$ cat src/rtl/axis_burst_source.sv
// AXI4-Stream burst master: emits cfg_data beats of an incrementing ramp from cfg_start, TLAST on the final beat.
// Latency: first beat valid one cycle after run_flag is sampled high; one beat per cycle while tready is high.
// Backpressure: tready low holds tdata/tlast/tvalid stable; all outputs are registered, with no tready-to-output path.
module axis_burst_source #(
  parameter int AXIS_TDATA_WIDTH = 32,
  parameter int CNTR_WIDTH       = 64
) (
  input  logic                        aclk,
  input  logic                        aresetn,
  input  logic                        run_flag,
  input  logic [CNTR_WIDTH-1:0]       cfg_data,
  input  logic [AXIS_TDATA_WIDTH-1:0] cfg_start,
  output logic                        trg_flag,
  output logic [CNTR_WIDTH-1:0]       sts_data,
  input  logic                        m_axis_tready,
  output logic [AXIS_TDATA_WIDTH-1:0] m_axis_tdata,
  output logic                        m_axis_tvalid,
  output logic                        m_axis_tlast
);

  localparam logic [1:0] IDLE = 2'd0;
  localparam logic [1:0] RUN  = 2'd1;
  localparam logic [1:0] DONE = 2'd2;

  logic [1:0]                  state_q, state_d;
  logic [CNTR_WIDTH-1:0]       size_q, size_d;
  logic [CNTR_WIDTH-1:0]       cnt_q, cnt_d;
  logic [CNTR_WIDTH-1:0]       cnt_inc, cnt_inc2;
  logic [AXIS_TDATA_WIDTH-1:0] tdata_q, tdata_d;
  logic                        tvalid_q, tvalid_d;
  logic                        tlast_q, tlast_d;
  logic                        hs, start, final_beat;

  assign hs         = tvalid_q & m_axis_tready;
  assign start      = run_flag && (cfg_data != '0);
  assign cnt_inc    = cnt_q + CNTR_WIDTH'(1);
  assign cnt_inc2   = cnt_q + CNTR_WIDTH'(2);
  assign final_beat = (cnt_inc == size_q);

  always_ff @(posedge aclk) begin
    if (!aresetn) state_q <= IDLE;
    else          state_q <= state_d;
  end

  always_comb begin
    state_d = state_q;
    case (state_q)
      IDLE: if (start) state_d = RUN;
      RUN: begin
        if (hs) begin
          if (final_beat)     state_d = DONE;
          else if (!run_flag) state_d = IDLE;
        end
      end
      DONE: if (!run_flag) state_d = IDLE;
      default: state_d = IDLE;
    endcase
  end

  // Next values of the registered datapath; everything holds unless a start or handshake occurs.
  always_comb begin
    size_d   = size_q;
    cnt_d    = cnt_q;
    tdata_d  = tdata_q;
    tvalid_d = tvalid_q;
    tlast_d  = tlast_q;
    case (state_q)
      IDLE: begin
        if (start) begin
          size_d   = cfg_data;
          cnt_d    = '0;
          tdata_d  = cfg_start;
          tvalid_d = 1'b1;
          tlast_d  = (cfg_data == CNTR_WIDTH'(1));
        end
      end
      RUN: begin
        if (hs) begin
          cnt_d = cnt_inc;
          if (final_beat) begin
            tvalid_d = 1'b0;
            tlast_d  = 1'b0;
          end else if (!run_flag) begin
            tvalid_d = 1'b0;
          end else begin
            tdata_d = tdata_q + AXIS_TDATA_WIDTH'(1);
            tlast_d = (cnt_inc2 == size_q);
          end
        end
      end
      default: tvalid_d = 1'b0;
    endcase
  end

  always_ff @(posedge aclk) begin
    if (!aresetn) begin
      size_q   <= '0;
      cnt_q    <= '0;
      tdata_q  <= '0;
      tvalid_q <= 1'b0;
      tlast_q  <= 1'b0;
    end else begin
      size_q   <= size_d;
      cnt_q    <= cnt_d;
      tdata_q  <= tdata_d;
      tvalid_q <= tvalid_d;
      tlast_q  <= tlast_d;
    end
  end

  assign trg_flag      = (state_q == RUN);
  assign sts_data      = cnt_q;
  assign m_axis_tdata  = tdata_q;
  assign m_axis_tvalid = tvalid_q;
  assign m_axis_tlast  = tlast_q;

endmodule

$ cat config.mk
export PLATFORM = sky130hd
export DESIGN_NAME = axis_burst_source
export DESIGN_NICKNAME = d
export VERILOG_FILES = /design/src/rtl/axis_burst_source.sv
export SDC_FILE = /design/constraint.sdc
export NUM_CORES = 1
export LEC_CHECK = 0
export ABC_AREA = 1
export CELL_PAD_IN_SITES_DETAIL_PLACEMENT = 0
export CELL_PAD_IN_SITES_GLOBAL_PLACEMENT = 1
export CORE_MARGIN = 2
export CORE_UTILIZATION = 34
export DETAILED_ROUTE_END_ITERATION = 7
export GPL_TIMING_DRIVEN = 0
export PLACE_DENSITY_LB_ADDON = 0.1
export SLEW_MARGIN = 20
export SYNTH_ARGS = -nofsm -noshare
export SYNTH_HDL_FRONTEND = slang
export SYNTH_SLANG_ARGS = --single-unit
$ cat constraint.sdc
create_clock -name aclk -period 2.7 [get_ports aclk]
set_input_delay 0.54 -clock aclk [delete_from_list [all_inputs] [get_ports aclk]]
set_output_delay 0.54 -clock aclk [all_outputs]
set_load 0.01 [all_outputs]
==> metrics.sh <==
YS_DOMINANT_REG_CELL='dfxtp_1'
POWER_SWITCHING_uW=2900
DRC=0
SYNTH_ENABLE_FLOP_CELLS=0
DPL-INSTANCE-AREA_MM2=0.0150
FP.COREAREA_MM2=0.0363
POSTSYNTHREGISTERBITS=164
CAP_VIOL_MAX_COUNT=0
HOLD_WS_NS=0.477
FINALINSTANCEAREA_MM2=0.0176
VIA_COUNT=15000
POST_ROUTE_CELLS_DRIVE_ABOVE_1_SHARE_PCT=18.5
CTS_ROOT_BUFFER='clkbuf_16'
P_LEAK_uW=0.00718
CTS.CLK_SLEW.WORST_PATHS_NS=0.08
SLOWEST_DELAY_NS=0.34
MAX_FREQ_MHz=329
AREA.GROWTH.SYNTH_TO_FINAL_PCT=41.1
GRT_FIRST_PASS_WIRELENGTH_MM=93.2
WL_MM=64.4
TIMING.SLEW.HEADROOM_PCT=36.0
GRT_SETUP_UNREPAIRED='yes'
POWER_SHARE_OF_THE_COMBINATIONAL_GROUP_PCT=30.1
SHARE_OF_FLIP_FLOPS_WITH_AN_ASYNCHRONOUS_SET_OR_RESET_AFTER_SYNTHESIS_PCT=0
CTS.HOLD.BUFFERS_ADDED=0
TOP_LAYER='met5'
MIN_PATH_TYPE='reg -> reg'
HPWLAFTERDP_MM=51.5
FP-ROW-COUNT=70
CLOCK_SINK_COUNT=164
POWER_DENSITY_mW_PER_MM2=441
SKEW_NS=0.00832
CRITPATHSLOWESTCELL='dfxtp_1'
AVGROUTEDWIREPERCELL_UM=22.4
NUMPORTBUFFERS=197
DIEAREA_MM2=0.0382
NETLIST_TOP_CELLS_AREA='dfxtp_1 26%, nand2_1 19%, nor2_1 9.0%'
CLK_PATH_BUF_DEPTH=2
POST_SYNTH_INST_COUNT=2090
CRITICAL_PATH_CLASS='reg -> reg'
CELL_BY_CELL_LISTING_OF_THE_CRITICAL_PATH='buf_4 -> nand2_1 -> nor2_2 -> nand2_1 -> nor2_2 -> nand3_4 -> nand2_4 -> nand3_2 -> nor2_1 -> nand2_1 -> nor2_2 -> nand2_2 -> nor2_4 -> nand4_4 -> buf_4 -> buf_8 -> a21oi_1 -> nor2_1'
WL_MET3_MM=4.56
ROUTE.ANTENNA.REMAINING_NETS=0
AVG_VIAS_PER_CELL=5.23
TIMING.CRITICAL_PATH.REQUIRED_NS=3.06
PIN_COUNT_OF_THE_BIGGEST_NET_ENTERING_GLOBAL_ROUTING=18
CRITICAL_PATH.STARTPOINT_TYPE='register'
POST-ROUTE-PERIOD-UTIL_PCT=113
SYNTH.CELL_AREA_MM2=0.0125
TIMING_MAX_TRANSITION_VIOLATIONS_FINAL=0
TRITONCTS_BUFFER_COUNT=17
REPORT.FINAL.SETUP_VIOL=36
TRITONCTS_CLOCK_TREE='built'
CLOCK_TREE.HTREE_LEVEL_COUNT=4
GRT_USAGE_PCT=33.6
SHARE_SEQ_OF_TOTAL_POWER_PCT=36.3
SYNTH_TOP_CELL_AREA_SHARE_PCT=26.4
ANTENNA_VIOLATIONS_BEFORE_REPAIR=7
SYNTH.AVG_CELL_AREA_UM2=5.96
FAILED_CHECKS='negative setup slack'
VIAS_IN_THE_FIRST_GLOBAL_ROUTE=14500
GRT-OVFL-TOTAL=0
DRT-INITIAL-DRC-COUNT=1121
DIE_W_UM=195
MAPPEDNETLISTNETS=2193
OUTCOME='finished with violations'
SYNTH.LIB_CELLS_USED.DISTINCT=48
DETAILEDROUTE.FIRSTPASSITERATIONCOUNT=5
WORST_SLEW_PIN_SLEW_NS=0.960
INTERNAL-POWER_uW=4840
FLOORPLAN.INITIALDENSITY_PCT=34.3
YS_SEQ_AREA_SHARE_PCT=26.4
CLOCK_INSERTION_DELAY_WORST_SKEW_NS=0.46
CRITICAL_PATH.MAX_FANOUT=10
FINAL_CRITICAL_PATH_SETUP_SLACK_NS=-0.342
WORSTSETUPENDPOINTTYPE='register'
MET2_WIRELENGTH_MM=30.0
PEAKVDDDROP_V=0.000461
SYNTH.YOSYS.WARNINGS=0
FINALHOLDVIOLCOUNT=0
PERIOD_MINUS_SLACK_NS=3.04
DESIGN.PORTCOUNT=199
P_CLK_SHARE_PCT=33.6
GP_CONGESTION=0.983
SWITCHING_POWER_AS_A_SHARE_OF_TOTAL_POWER_PCT=37.4
FINAL_NETS=2496
CHIPHEIGHT_UM=195
NFILLCELLS=3910
WL_MET1_MM=27.3
SYNTH_TOP_CELL_BY_AREA='dfxtp_1'
WP_DATA_ARRIVAL_NS=3.40
-- cells in the mapped netlist, types with 4 or more instances --
cell type  count
o21bai_1       4
buf_2          5
buf_1          6
o21ai_0       95
nand2_1      616
nor2_4        16
or2_2          6
inv_2          7
o21ai_1        6
nor4_1        14
o21a_1         5
a21oi_1      132
a2bb2oi_1      4
clkbuf_1      51
mux2i_1        5
xnor2_1       27
xor2_1       103
a31oi_1        4
nand4_1       35
dfxtp_1      164
nand3_1      150
a221oi_1       4
nand2_2       12
nand3b_1      17
a22oi_1       10
inv_1        208
nor3_1        26
nor2_2        22
buf_6          4
nor2_1       300
-- critical path, delay by kind of cell, from the launching register on --
family | cells | cell delay (ns)
DFF | 1 | 0.34
buffers and inverters | 3 | 0.50
AOI/OAI and AO/OA | 1 | 0.13
and+or+nand+nor | 14 | 1.95
-- final timing paths --
| check | cells after the start | startpoint | endpoint | slack, ns |
|---|---|---|---|---|
| setup / recovery | 18 | sts_data[23] | m_axis_tdata[14] | -0.34 |
| hold / removal | 2 | size_q[6] | size_q[6] | 0.48 |
| setup reg to reg | 18 | sts_data[23] | m_axis_tdata[14] | -0.34 |
| hold reg to reg | 2 | size_q[6] | size_q[6] | 0.48 |
-- routing by layer --
layer  up-vias  GRT usage (%)
met5         -              0
met4         8           12.4
met3       108           6.56
met2       518           56.6
met1      7092           42.4
li1       7319              -
-- power groups by stage --
stage | registers, uW | clock network, uW | logic (uW)
global route | 2830 | 2730 | 2520
detailed placement | 2870 | 0 | 2070
floorplan | 2840 | 0 | 1110
CTS | 2800 | 2630 | 2240
finish | 2810 | 2600 | 2330
global placement | 2870 | 0 | 2060
-- per-stage QoR --
stage               power [uW]  setup WS [ns]  TNS (ns)  utilization (%)  cells
finish                    7740         -0.342    -11.07             48.3   2877
global placement          4930          -2.43   -249.01             41.3   2755
global route              8080         -0.511    -17.10             48.3   2875
CTS                       7670         -0.309     -9.82             47.0   2846
floorplan                 3960        0.00162         0                -   2090
detailed placement        4940          -2.46   -244.86             41.3   2755
-- final cells by class --
type / instances / area (um2) / area share, %
buffer: 66 / 482 / 2.74
clock inverter: 15 / 170 / 0.969
antenna: 3 / 7.51 / 0.0427
clock buffer: 17 / 425 / 2.42
multi-input combinational: 1641 / 8910 / 50.7
timing repair buffer: 286 / 2760 / 15.7
inverter: 217 / 837 / 4.76
sequential: 164 / 3390 / 19.3
tap: 468 / 586 / 3.33
-- state kept, by name (all words and copies together), names as in the netlist --
signal / flops
sts_data: 64
m_axis_tvalid: 1
state_q: 2
m_axis_tlast: 1
size_q: 64
m_axis_tdata: 32
-- kinds of logic (layout without fill, tap and decap cells) --
group | Yosys count | count (layout) | share of synthesized area (%)
flops | 164 | 164 | 26.4
compound gates | 274 | 274 | 11.9
mux | 5 | 5 | 0.402
buf+inv | 285 | 601 | 8.92
other cells | 0 | 3 | 0
xor+xnor | 131 | 131 | 9.32
simple gates | 1228 | 1228 | 42.8
fa+ha+maj | 3 | 3 | 0.301
-- cell usage in the layout, fill, tap and decap left out, types with 19 or more instances in the layout --
cell type / instances
nand2_1: 554
nor2_1: 236
inv_1: 197
clkdlybuf4s50_1: 194
nand3_1: 138
a21oi_1: 130
dfxtp_1: 112
xor2_1: 101
o21ai_0: 84
buf_4: 77
nor2_4: 58
nand2_2: 55
nor2_2: 44
nand4_1: 35
dfxtp_2: 35
clkbuf_1: 27
xnor2_1: 27
nor3_1: 23
nand2_4: 21
clkbuf_16: 19
-- timing repair --
action / in CTS / in global routing
pin swaps: 39 / 25
setup endpoints to repair: 165 / 104
gates cloned: 1 / 1
hold endpoints to repair: 0 / 0
buffers inserted: 60 / 27
resized for setup: 324 / 86
No activity file was read; power rests on OpenSTA's default activity.
